--- config.mk ---
export PLATFORM = sky130hd
export DESIGN_NAME = fft8_frame_loader
export DESIGN_NICKNAME = d
export VERILOG_FILES = /design/src/rtl/fft8_frame_loader.sv
export SDC_FILE = /design/constraint.sdc
export NUM_CORES = 1
export LEC_CHECK = 0
export CELL_PAD_IN_SITES_DETAIL_PLACEMENT = 1
export CELL_PAD_IN_SITES_GLOBAL_PLACEMENT = 2
export CORE_MARGIN = 5
export CORE_UTILIZATION = 29
export DETAILED_ROUTE_END_ITERATION = 8
export PLACE_DENSITY_LB_ADDON = 0.1
export SLEW_MARGIN = 10
export SYNTH_ARGS = -nofsm -noshare
export SYNTH_HDL_FRONTEND = slang
export SYNTH_SLANG_ARGS = --single-unit
--- constraint.sdc ---
create_clock -name clk -period 2.05 [get_ports clk]
set_input_delay 0.41 -clock clk [delete_from_list [all_inputs] [get_ports clk]]
set_output_delay 0.41 -clock clk [all_outputs]
set_load 0.01 [all_outputs]
--- src/rtl/fft8_frame_loader.sv ---
// Serial-to-parallel frame loader for the 8-point FFT.
// Collects 8 samples in bit-reversed order, sequences stage enables, holds the result.
module fft8_frame_loader #(
  parameter int DATA_W = 16,
  parameter int CNT_W  = 8
) (
  input  logic              clk,
  input  logic              reset_n,
  input  logic              flush,
  input  logic              s_valid,
  input  logic [DATA_W-1:0] s_data,
  output logic              s_ready,
  output logic [DATA_W-1:0] x0,
  output logic [DATA_W-1:0] x1,
  output logic [DATA_W-1:0] x2,
  output logic [DATA_W-1:0] x3,
  output logic [DATA_W-1:0] x4,
  output logic [DATA_W-1:0] x5,
  output logic [DATA_W-1:0] x6,
  output logic [DATA_W-1:0] x7,
  output logic [3:0]        en_bf1,
  output logic [1:0]        en_bf2,
  output logic              en_bf3,
  output logic              res_valid,
  input  logic              res_ready,
  output logic [CNT_W-1:0]  frame_cnt
);

  typedef enum logic [2:0] {
    LOAD,
    ST1,
    ST2,
    ST3,
    RESULT
  } state_t;

  state_t            state;
  logic [2:0]        cnt;
  logic [2:0]        slot;
  logic [DATA_W-1:0] xr [8];

  assign s_ready = reset_n & ~flush & (state == LOAD);
  assign slot    = {cnt[0], cnt[1], cnt[2]};

  assign x0 = xr[0];
  assign x1 = xr[1];
  assign x2 = xr[2];
  assign x3 = xr[3];
  assign x4 = xr[4];
  assign x5 = xr[5];
  assign x6 = xr[6];
  assign x7 = xr[7];

  always_ff @(posedge clk) begin
    if (!reset_n) begin
      state     <= LOAD;
      cnt       <= 3'd0;
      en_bf1    <= 4'd0;
      en_bf2    <= 2'd0;
      en_bf3    <= 1'b0;
      res_valid <= 1'b0;
      frame_cnt <= '0;
      for (int i = 0; i < 8; i++) xr[i] <= '0;
    end else if (flush) begin
      // x ports and frame_cnt deliberately keep their values
      state     <= LOAD;
      cnt       <= 3'd0;
      en_bf1    <= 4'd0;
      en_bf2    <= 2'd0;
      en_bf3    <= 1'b0;
      res_valid <= 1'b0;
    end else begin
      unique case (state)
        LOAD: begin
          if (s_valid) begin
            xr[slot] <= s_data;
            cnt      <= cnt + 3'd1;
            if (cnt == 3'd7) begin
              state  <= ST1;
              en_bf1 <= 4'hf;
            end
          end
        end
        ST1: begin
          state  <= ST2;
          en_bf1 <= 4'd0;
          en_bf2 <= 2'b11;
        end
        ST2: begin
          state  <= ST3;
          en_bf2 <= 2'd0;
          en_bf3 <= 1'b1;
        end
        ST3: begin
          state     <= RESULT;
          en_bf3    <= 1'b0;
          res_valid <= 1'b1;
        end
        RESULT: begin
          if (res_ready) begin
            state     <= LOAD;
            res_valid <= 1'b0;
            frame_cnt <= frame_cnt + CNT_W'(1);
          end
        end
        default: begin
          state     <= LOAD;
          cnt       <= 3'd0;
          en_bf1    <= 4'd0;
          en_bf2    <= 2'd0;
          en_bf3    <= 1'b0;
          res_valid <= 1'b0;
        end
      endcase
    end
  end

endmodule

==> results by group <==
Run status
  • Outcome: complete, no violations

Critical path
  • Reg2reg setup slack: 0.31 ns
  • Crit Path Max Fanout: 4
  • CP Class: flip-flop to output pin
  • Worst path required time: about 1.6 ns
  • CP endpoint kind: output pin
  • Delay of the slowest cell on the worst path: 0.40 ns
  • Dominant delay contributor by cell family on the critical path: simple AND/OR/NAND/NOR gates
  • Worst-case reg-to-reg path depth: 6
  • Crit-path cells: or3_1 > nor2_1 > dlygate4sd2_1
  • Critical R2R Capture: xr[7][1]
  • CP bufs+invs: 1
  • Worst Path Arrival: 1.58 ns
  • Startpoint types: flip-flop
  • Reg2Reg Launch Point: cnt[0]
  • CP max stage cell: or3_1

Timing
  • Layout Skew: approximately 0.01 ns
  • Period Utilization, post-route: between 90 and 100%
  • Crit path time final: ~2.0 ns
  • Achievable Freq: around 500 MHz
  • RSZ-0062 raised after global routing: false
  • Setup violators final: 0
  • Rel. slew slack: roughly three quarters
  • Setup WS post-layout: between 0.06 and 0.07 ns
  • Fin. max-slew vios: 0
  • Worst Tran Pin Value: 0.399 ns
  • Fin. Hold Viols: 0

Global routing
  • Initial antenna violation count: 0
  • Vias in the first global route: approximately 4.2k
  • Largest net degree at the start of global routing: 17
  • Total gr overflow: 0
  • GRT Overall Usage: about 14%
  • First-pass GRT wire length: ~24 mm

Detailed routing
  • ANT nets after route: 0
  • DRT Pass-1 Iters: 4
  • Vias: roughly 3.8k
  • WL final: about 16 mm
  • Vias per cell: 4.33
  • Routed WL per cell: 18.3 µm
  • DRC: 0
  • DRT iter0 DRCs: around 160

Clocking
  • Latest clock arrival within the worst-skew pair: around 0.41 ns
  • CTS tree: done
  • Sink Count: 146
  • Setup bufs post-CTS: 0
  • Max Root-Sink Buffers: 2
  • CTS H-tree lvls: 4
  • Clk Tree Root Cell: clkbuf_16
  • Num CTS Buffers: 17
  • Post-cts hold buffer count: 0
  • Worst-path clk slew: around 0.060 ns
  • Cts repair resizes: 1

Placed design
  • Port-buffer cells: between 150 and 200
  • DP HPWL: ~12 mm
  • Placer Congestion: 0.753
  • Setup WS pre-CTS: -0.126 ns

Worst hold path
  • Endpoint, Worst Hold: en_bf3
  • WHS Path Cells: 2
  • Hold Path Class: flip-flop to flip-flop
  • Worst hold start: en_bf3

Synthesis
  • Flops & latches, synth: between 100 and 150
  • Post-synthesis cell count: about 410
  • Warnings from Yosys: 0
  • Mapped cell area: between 0.005 and 0.006 mm²
  • Synth cell types: 33
  • Synth Net Count: approximately 440
  • Register area share after synthesis: approximately 72%
  • Mean Syn Cell Area: 14.3 µm²

Die
  • Die H: approximately 150 µm
  • Die area: between 0.02 and 0.025 mm²
  • Initial Utilization: 29.7%
  • I/O Pins: 166
  • Core area: around 0.020 mm²
  • Cell row count: 51
  • Die X: 152 µm

Final layout
  • Nets: around 620
  • Layout cells sized above 1: roughly a tenth
  • Area delta synth->final: 47.2%
  • Inserted Diodes: 0

Power
  • Pwr Total: a little under 7 mW
  • Leakage: roughly 3.2 nW
  • Peak supply drop: around 0.53 mV
  • PwrDens: 801 mW/mm²

Run
  • Max Cap Viol: 0
## synth_stat cells (all sizes together)
cell type	count	area, µm²
a2111oi	1	8.76
nor2	2	7.51
edfxtp	128	3840
ha	7	87.6
or4	4	30.0
nor4bb	1	10.0
nand2	9	33.8
and4	6	52.6
nor3b	2	15.0
dfxtp	18	360
inv	9	33.8
buf	6	46.3
and3	1	6.26
o31ai	4	30.0
xnor2	1	8.76
or4b	1	13.8
or3	5	31.3
o21ai	9	45.0
and2	132	826
clkbuf	19	71.3
nand3	6	30.0
nor3	4	25.0
nand2b	10	62.6
nor2b	1	6.26
nand4	1	6.26
a21oi	15	75.1
nor4	1	6.26
and3b	2	17.5
mux2i	1	10.0
or3b	1	8.76
## final cells by class
cell class / count / area (µm²)
well taps: 265 / 332
flip-flops and latches: 146 / 4200
repair buffers: 194 / 1960
clock buffers: 17 / 425
clock inverters: 15 / 148
multi-input cells: 227 / 1450
fillers: 2033 / 11000
inverters: 9 / 33.8
## cells in the final DEF (no fill, tap or decap), types with 4 or more instances in the layout
cell type | netlist | final
inv_6 | 0 | 4
inv_1 | 9 | 9
edfxtp_1 | 128 | 128
o21ai_0 | 9 | 9
dfxtp_1 | 18 | 18
clkbuf_16 | 0 | 17
clkdlybuf4s50_1 | 0 | 164
and2_1 | 132 | 132
ha_1 | 7 | 7
buf_4 | 4 | 22
and4_1 | 6 | 6
or4_1 | 4 | 4
or3_1 | 5 | 5
o31ai_1 | 4 | 4
buf_12 | 0 | 7
nand3_1 | 6 | 6
a21oi_1 | 15 | 15
nand2_1 | 9 | 9
nand2b_1 | 10 | 10
## flip-flops by register name (all words and copies together), names as in the netlist
name / count
frame_cnt: 8
state: 3
xr: 128
res_valid: 1
en_bf3: 1
en_bf2: 1
en_bf1: 1
cnt: 3
## worst min-delay path, delay by kind of cell (launching register included)
kind	cells	cell delay [ns]
DFF	1	0.31
and+or+nand+nor	1	0.06
AOI/OAI and AO/OA	1	0.06
## worst max path at each step
stage              start           end  slack [ns]  depth (start not counted)
3_5_place_dp   res_ready  frame_cnt[6]       -0.13                          4
2_1_floorplan   state[0]      xr[7][0]        0.03                          4
4_1_cts         state[0]       s_ready        0.05                          3
6_report        state[0]       s_ready        0.06                          3
3_3_place_gp   res_ready  frame_cnt[5]       -0.09                          4
5_1_grt         state[1]       s_ready       0.001                          3
## routing by layer
layer | vias to the layer above | track usage [%] | share of wire (%)
li1 | 1806 | - | -
met1 | 1847 | 16.1 | 39
met5 | - | 0 | 0
met4 | 0 | 4.45 | 1.3
met3 | 16 | 3.72 | 6.9
met2 | 112 | 26.4 | 53
## through the flow
| stage | hold slack, ns | area, µm² | setup TNS, ns | cells | util, % |
|---|---|---|---|---|---|
| floorplan | 0.486 | 5810 | 0 | 407 | - |
| global placement | 0.458 | 7980 | -3.89 | 841 | 40.7 |
| detailed placement | 0.469 | 7980 | -8.02 | 841 | 40.7 |
| CTS | 0.482 | 8550 | 0 | 873 | 43.7 |
| global route | 0.509 | 8550 | 0 | 873 | 43.7 |
| finish | 0.475 | 8550 | 0 | 873 | 43.7 |
## kinds of logic (layout without fill, tap and decap cells)
group	count (synthesis)	after routing	synth area share, %
AND/OR/NAND/NOR	189	189	20.5
buffers and inverters	34	235	2.61
multiplexers	1	1	0.172
XOR/XNOR	1	1	0.151
adder cells (fa/ha/maj)	7	7	1.51
AO/OA/AOI/OAI	29	29	2.74
flip-flops	146	146	72.4
## power breakdown
part / internal, mW / switching, mW / total [mW]
Sequential: 3.32 / 0.0400 / 3.36
Clock: 1.71 / 1.29 / 3.00
Combinational: 0.253 / 0.233 / 0.486
Total: 5.28 / 1.57 / 6.85
No activity file was read; power rests on OpenSTA's default activity.
